[config.mk]
export PLATFORM = sky130hd
export DESIGN_NAME = light_hold_controller
export DESIGN_NICKNAME = d
export VERILOG_FILES = /design/src/rtl/light_hold_controller.sv
export SDC_FILE = /design/constraint.sdc
export NUM_CORES = 1
export LEC_CHECK = 0
export CAP_MARGIN = 20
export CORE_AREA = 4 4 47 58
export DETAILED_ROUTE_END_ITERATION = 12
export DIE_AREA = 0 0 51 62
export PLACE_DENSITY_LB_ADDON = 0.15
export SLEW_MARGIN = 30
export SYNTH_ARGS = -nofsm -noshare
export SYNTH_HDL_FRONTEND = slang
export SYNTH_SLANG_ARGS = --single-unit
export TNS_END_PERCENT = 100
[constraint.sdc]
create_clock -name clk -period 4.4 [get_ports clk]
set_input_delay 1.32 -clock clk [delete_from_list [all_inputs] [get_ports clk]]
set_output_delay 1.32 -clock clk [all_outputs]
set_load 0.1 [all_outputs]
[src/rtl/light_hold_controller.sv]
// Lamp hold/dim controller: turns the movement-detection request into a held,
// PWM-faded lamp drive with wall-switch overrides.
module light_hold_controller #(
    parameter int unsigned HOLD_CYCLES = 1000,
    parameter int unsigned DIM_CYCLES  = 250,
    parameter int unsigned PWM_BITS    = 4,
    parameter int unsigned DIM_DUTY    = 4
) (
    input  logic       clk,
    input  logic       rst,
    input  logic       auto_light,
    input  logic       manual_on,
    input  logic       manual_off,
    output logic       lamp,
    output logic [1:0] state,
    output logic       hold_active
);

    typedef enum logic [1:0] {
        StIdle   = 2'd0,
        StOn     = 2'd1,
        StDim    = 2'd2,
        StManual = 2'd3
    } state_e;

    localparam int unsigned MaxCycles = (HOLD_CYCLES > DIM_CYCLES) ? HOLD_CYCLES : DIM_CYCLES;
    localparam int unsigned TimerW    = $clog2(MaxCycles + 1);
    localparam int unsigned HoldInt   = (HOLD_CYCLES > 0) ? HOLD_CYCLES - 1 : 0;
    localparam int unsigned DimInt    = (DIM_CYCLES > 0) ? DIM_CYCLES - 1 : 0;
    localparam int unsigned PwmPeriod = 1 << PWM_BITS;
    // Duties at or beyond the PWM period saturate to "always high".
    localparam int unsigned DutyInt   = (DIM_DUTY > PwmPeriod) ? PwmPeriod : DIM_DUTY;

    localparam logic [TimerW-1:0]  HoldLoad = TimerW'(HoldInt);
    localparam logic [TimerW-1:0]  DimLoad  = TimerW'(DimInt);
    localparam logic [PWM_BITS:0]  Duty     = (PWM_BITS + 1)'(DutyInt);

    state_e              state_q, state_d;
    logic [TimerW-1:0]   timer_q, timer_d;
    logic [PWM_BITS-1:0] pwm_q;

    always_ff @(posedge clk) begin
        if (rst) begin
            state_q <= StIdle;
            timer_q <= '0;
            pwm_q   <= '0;
        end else begin
            state_q <= state_d;
            timer_q <= timer_d;
            pwm_q   <= pwm_q + 1'b1;
        end
    end

    always_comb begin
        state_d = state_q;
        timer_d = timer_q;
        if (manual_off) begin
            state_d = StIdle;
            timer_d = '0;
        end else if (manual_on) begin
            state_d = StManual;
        end else begin
            unique case (state_q)
                StIdle: begin
                    if (auto_light) begin
                        state_d = StOn;
                        timer_d = HoldLoad;
                    end
                end
                StOn: begin
                    if (auto_light) begin
                        timer_d = HoldLoad;
                    end else if (timer_q != '0) begin
                        timer_d = timer_q - 1'b1;
                    end else if (DIM_CYCLES > 0) begin
                        state_d = StDim;
                        timer_d = DimLoad;
                    end else begin
                        state_d = StIdle;
                    end
                end
                StDim: begin
                    if (auto_light) begin
                        state_d = StOn;
                        timer_d = HoldLoad;
                    end else if (timer_q != '0) begin
                        timer_d = timer_q - 1'b1;
                    end else begin
                        state_d = StIdle;
                    end
                end
                StManual: begin
                    // Only manual_off (handled above) leaves MANUAL.
                end
                default: begin
                    state_d = StIdle;
                    timer_d = '0;
                end
            endcase
        end
    end

    always_comb begin
        lamp = 1'b0;
        unique case (state_q)
            StIdle:   lamp = 1'b0;
            StOn:     lamp = 1'b1;
            StDim:    lamp = ({1'b0, pwm_q} < Duty);
            StManual: lamp = 1'b1;
            default:  lamp = 1'b0;
        endcase
    end

    assign state       = state_q;
    assign hold_active = (state_q == StOn) || (state_q == StDim);

endmodule

==> metrics.cfg, run 1 <==
[sta]
finClkSkew_ps = 5.92
final_hold_viol_count = 0
finalCritPeriodShare = 0.729
fin_ws_ps = 1190
holdWs_ps = 453
maxSlewHeadroom = 0.351
worst_slew_pin_slew_ps = 971
setup_tns_ps = 0
rsz0062_at_grt = false
fin_crit_ps = 3210
max_freq_mhz = 312
drv_slew = 0
setup_viol = 0

[clock_tree]
tritoncts = yes
holdBufCountCts = 0
ctsRootBufferMaster = clkbuf_4
clk_latency_ps = 300
cts_buffer_depth = 2
post_cts.repair.setup_buffers = 0
cts_resized = 0
clk_pin_slew_worst_paths_ps = 100
cts_buffers = 3
cts_sinks = 16
htreeDepth = 1

[synth]
seq_area_frac_synth = 0.312
synth_most_common_cell = dfxtp_1
synth_top_area_frac = 0.312
dominantRegCellSynth = dfxtp_1
netlist_top_cells_count = dfxtp_1 (16), nor2_1 (12), o21ai_0 (9)
yosys.area_share.adder = 0.0854
synth_xor_area_frac = 0.0598
synth_compound_area_frac = 0.256
synth_top_family_by_area = compound AO/OA/AOI/OAI gates
synthesis.nets = 130
muxShareOfSynthArea = 0.0110
yosys_warnings = 0
synth-async-reset-ratio = 0
syn-cell-area_sq_mm = 0.00103
synth-edff-count = 0
postSynthAreaPerCell_sq_um = 8.69
synth_cell_type_count = 37
syn_inst = 118
yosys-top-cells-area = dfxtp_1 (31%), ha_1 (8.5%), xnor2_1 (5.1%)
ys_seq_elements = 16
synthSimpleGateAreaFrac = 0.228
synth_largest_area_cell = dfxtp_1

[floorplan]
pin_count = 9
fp-row-count = 19
die_y_microns = 62
die_area_sq_mm = 0.00316
die_w_microns = 51
initial_core_util = 0.464
core_area_sq_mm = 0.00221

[critical_path]
path_cells = clkdlybuf4s50_1
worstRegToRegCells = 7
reg2reg_from = timer_q[0]
critical_path.max_stage_delay_ps = 1170
crit_buf_inv = 1
timing.rr.end = timer_q[2]
end_kind = primary output
crit_type = register to primary output
endpoint = state[1]
crit_family = buffers and inverters
worstSetupStartpoint = state[1]
cp.required_ps = 3080
cp-start-kind = register
path_max_fanout = 5
slowest_stage = clkdlybuf4s50_1
r2r_slack_ps = 2330
crit_cells = 1
cp.arrival_ps = 1890

[job]
drv_cap = 0

[hold_path]
hp-class = register to register

[drt]
dr.pass1.iters = 4
wl_per_cell_microns = 14.1
vias = 907
vias_per_cell = 5.74
drt_wl_total_microns = 2230
drtIter0Drc = 29
drt_drc_violations_left = 0
ant_nets = 0

[placement]
dp_hpwl_microns = 1720
dpl_worst_slack_ps = 1040
dpl_cell_area_sq_mm = 0.00112
gp_congestion = 0.800
portBuffers = 8

[status]
outcome = completed

[final_layout]
drive_gt1_frac = 0.134
layout.nets = 140
syn2layout_area_growth_pct = 12.8
nFillCells = 213
fin_area_sq_mm = 0.00116
antenna_cells = 0

[global_routing]
grt_pass1_vias = 930
overflow = 0
grt_max_degree = 16
antenna_found_initial = 0
grt_first_pass_wirelength_microns = 3960
grt_usage = 0.169

[power_and_ir_drop]
p_total_w = 0.000371
p_leak_nw = 0.438
powerDensity_mw_per_mm2 = 320
peakVddDrop_mv = 0.216

-- cells in the final DEF (no fill, tap or decap), drive strengths merged, types with 3 or more instances in the layout --
cell,netlist,routed
a211oi,4,4
a21oi,8,8
a31oi,4,4
clkbuf,2,4
clkdlybuf4s50,0,6
dfxtp,16,16
ha,7,7
inv,8,8
nand2,5,5
nand3,3,3
nor2,12,12
nor3,4,4
o21ai,9,9
o221a,5,5
xnor2,6,6
-- worst min-delay path by stage --
| stage | from | to | slack [ps] | cells after the start |
|---|---|---|---|---|
| after floorplan | pwm_q[0] | pwm_q[0] | 420 | 1 |
| after global placement | pwm_q[0] | pwm_q[0] | 430 | 1 |
| after detailed placement | pwm_q[0] | pwm_q[0] | 440 | 1 |
| after CTS | pwm_q[0] | pwm_q[0] | 460 | 1 |
| after global routing | pwm_q[0] | pwm_q[0] | 490 | 1 |
| final | pwm_q[0] | pwm_q[0] | 450 | 1 |
-- layer usage --
metal | global-route usage | wire length, microns | part of all wire
met5 | 0 | 0 | 0
met3 | 0.0239 | 92 | 0.041
met2 | 0.295 | 1110 | 0.50
met4 | 0.100 | 48 | 0.022
met1 | 0.198 | 974 | 0.44
-- metrics by stage --
step | utilization | std cells
finish | 0.523 | 158
floorplan | - | 118
CTS | 0.523 | 158
global route | 0.523 | 158
detailed placement | 0.507 | 154
global placement | 0.507 | 154
-- state kept, by name, summed over array words and instances, names as in the netlist --
name	flops
pwm_q	4
state	2
timer_q	10
-- final cells by class --
| cell class | instances | area [sq um] | area share |
|---|---|---|---|
| multi-input cells | 91 | 657 | 0.568 |
| well taps | 31 | 38.8 | 0.0335 |
| repair buffers | 8 | 75.1 | 0.0649 |
| inverters | 8 | 30.0 | 0.0259 |
| clock buffers | 4 | 36.3 | 0.0314 |
| flip-flops and latches | 16 | 320 | 0.277 |
-- where the power goes --
group	switching, W	leakage (nW)	internal (W)
Sequential	0.00000762	0.131	0.000152
Combinational	0.0000676	0.286	0.0000410
Clock	0.0000520	0.0210	0.0000505
Total	0.000127	0.438	0.000243
-- worst reg2reg max path, stage by stage, from the launching register on --
cell     delay [ps]
dfxtp_1         370
inv_1            90
ha_1            170
nor3b_1         470
nand3_4         170
o31a_4          380
nand2_1         180
o221a_2         210
-- logic make-up after synthesis --
logic type,count (synthesis)
compound gates,37
xor+xnor,7
fa+ha+maj,7
buf+inv,11
flops,16
mux,1
simple gates,39
Power figures use the tool's default switching activity.
==> run 2, diff against run 1 <==
==> constraint.sdc (replaced) <==
create_clock -name clk -period 2.7 [get_ports clk]
set_input_delay 0.81 -clock clk [delete_from_list [all_inputs] [get_ports clk]]
set_output_delay 0.81 -clock clk [all_outputs]
set_load 0.1 [all_outputs]
==> metrics.cfg, run 2 (synthesis results as in run 1) <==
[status]
outcome = completed

[power_and_ir_drop]
p_leak_nw = 0.457  ; +4.4%
peakVddDrop_mv = 0.359  ; +67%
powerDensity_mw_per_mm2 = 511  ; +59%

[clock_tree]
htreeDepth = 1  ; unchanged
clk_latency_ps = 290  ; about the same
post_cts.repair.setup_buffers = 0  ; unchanged
cts_sinks = 16  ; unchanged
cts_resized = 0  ; unchanged
cts_buffers = 3  ; unchanged
cts_buffer_depth = 2  ; unchanged
tritoncts = yes
clk_pin_slew_worst_paths_ps = 110  ; about the same
holdBufCountCts = 0  ; unchanged
ctsRootBufferMaster = clkbuf_4

[placement]
dp_hpwl_microns = 1690  ; -1.7%
portBuffers = 8  ; unchanged
dpl_worst_slack_ps = 123  ; -917 ps
gp_congestion = 0.935  ; +17%

[job]
drv_cap = 0  ; unchanged

[floorplan]
fp-row-count = 19  ; unchanged
die_w_microns = 51  ; unchanged
pin_count = 9  ; unchanged
die_y_microns = 62  ; unchanged
core_area_sq_mm = 0.00221  ; unchanged
die_area_sq_mm = 0.00316  ; unchanged
initial_core_util = 0.464  ; unchanged

[critical_path]
cp.arrival_ps = 1690  ; -200 ps
cp-start-kind = register
end_kind = primary output
cp.required_ps = 1890  ; -1190 ps
path_max_fanout = 9  ; +4
crit_type = register to primary output

[sta]
worst_slew_pin_slew_ps = 619  ; -351 ps
rsz0062_at_grt = false
setup_tns_ps = 0  ; unchanged
fin_ws_ps = 201  ; -992 ps
finClkSkew_ps = 10.8  ; +4.88 ps
drv_slew = 0  ; unchanged
max_freq_mhz = 400
setup_viol = 0  ; unchanged
maxSlewHeadroom = 0.586  ; +0.235
fin_crit_ps = 2500
finalCritPeriodShare = 0.926
final_hold_viol_count = 0  ; unchanged

[global_routing]
grt_pass1_vias = 842  ; -9.5%
grt_first_pass_wirelength_microns = 3790  ; -4.3%
grt_max_degree = 16  ; unchanged
overflow = 0  ; unchanged
antenna_found_initial = 0  ; unchanged
grt_usage = 0.161  ; -0.00805

[drt]
vias = 922  ; +1.7%
dr.pass1.iters = 4  ; unchanged
drt_wl_total_microns = 2260  ; +1.5%
vias_per_cell = 5.76  ; +0.38%
ant_nets = 0  ; unchanged
drt_drc_violations_left = 0  ; unchanged
wl_per_cell_microns = 14.1  ; +0.21%
drtIter0Drc = 40  ; +38%

[final_layout]
largest_register_ffs = 10  ; unchanged
mostFrequentLayoutCells = dfxtp_1 (16), nor2_1 (11), o21ai_0 (9)
antenna_cells = 0  ; unchanged
final_common_cell = dfxtp_1
layout.nets = 142  ; +1.4%
drive_gt1_frac = 0.178  ; +0.0444
largest_register = timer_q
syn2layout_area_growth_pct = 17.2

[hold_path]
hp-class = register to register

[run 2: through the flow]
step | hold slack, ps | total power, W | area, sq um | instances | utilization
after global routing | 482 | 0.000647 | 1200 | 160 | 0.544
after CTS | 457 | 0.000618 | 1200 | 160 | 0.544
final | 451 | 0.000614 | 1200 | 160 | 0.544
after floorplan | 415 | 0.000407 | 1040 | 118 | -
after detailed placement | 440 | 0.000454 | 1170 | 156 | 0.527
after global placement | 428 | 0.000453 | 1170 | 156 | 0.527
[run 2: cell type report]
| class | count | area [sq um] |
|---|---|---|
| fillers | 214 | 1010 |
| multi-input cells | 91 | 667 |
| repair buffers | 10 | 110 |
| flip-flops and latches | 16 | 320 |
| inverters | 8 | 30.0 |
| clock buffers | 4 | 36.3 |
| well taps | 31 | 38.8 |
[run 2: worst max-delay path, stage by stage, from the launching register on]
cell      delay [ps]
dfxtp_1          430
inv_1             90
ha_1             290
a211oi_1         350
nor2_4            60
buf_12           170
[run 2: per-layer routing]
layer	up-vias	track usage	wire [microns]
met5	-	0	0
met4	0	0.0654	31
met3	4	0.0239	111
met2	26	0.284	1090
met1	430	0.197	1030
li1	462	-	-
[run 2: path summary, 6_finish.rpt]
| kind | cells past startpoint | slack, ps | end | start |
|---|---|---|---|---|
| worst max-delay path | 5 | 200 | lamp | state[1] |
| worst min-delay path | 1 | 450 | pwm_q[0] | pwm_q[0] |
| worst max register to register | 7 | 510 | timer_q[1] | timer_q[0] |
| worst min register to register | 1 | 450 | pwm_q[0] | pwm_q[0] |
[run 2: power by group]
group          total [W]  switching (W)  internal (W)
Combinational   0.000189       0.000114     0.0000753
Sequential      0.000260      0.0000128      0.000248
Clock           0.000164      0.0000822     0.0000820
Total           0.000614       0.000209      0.000405
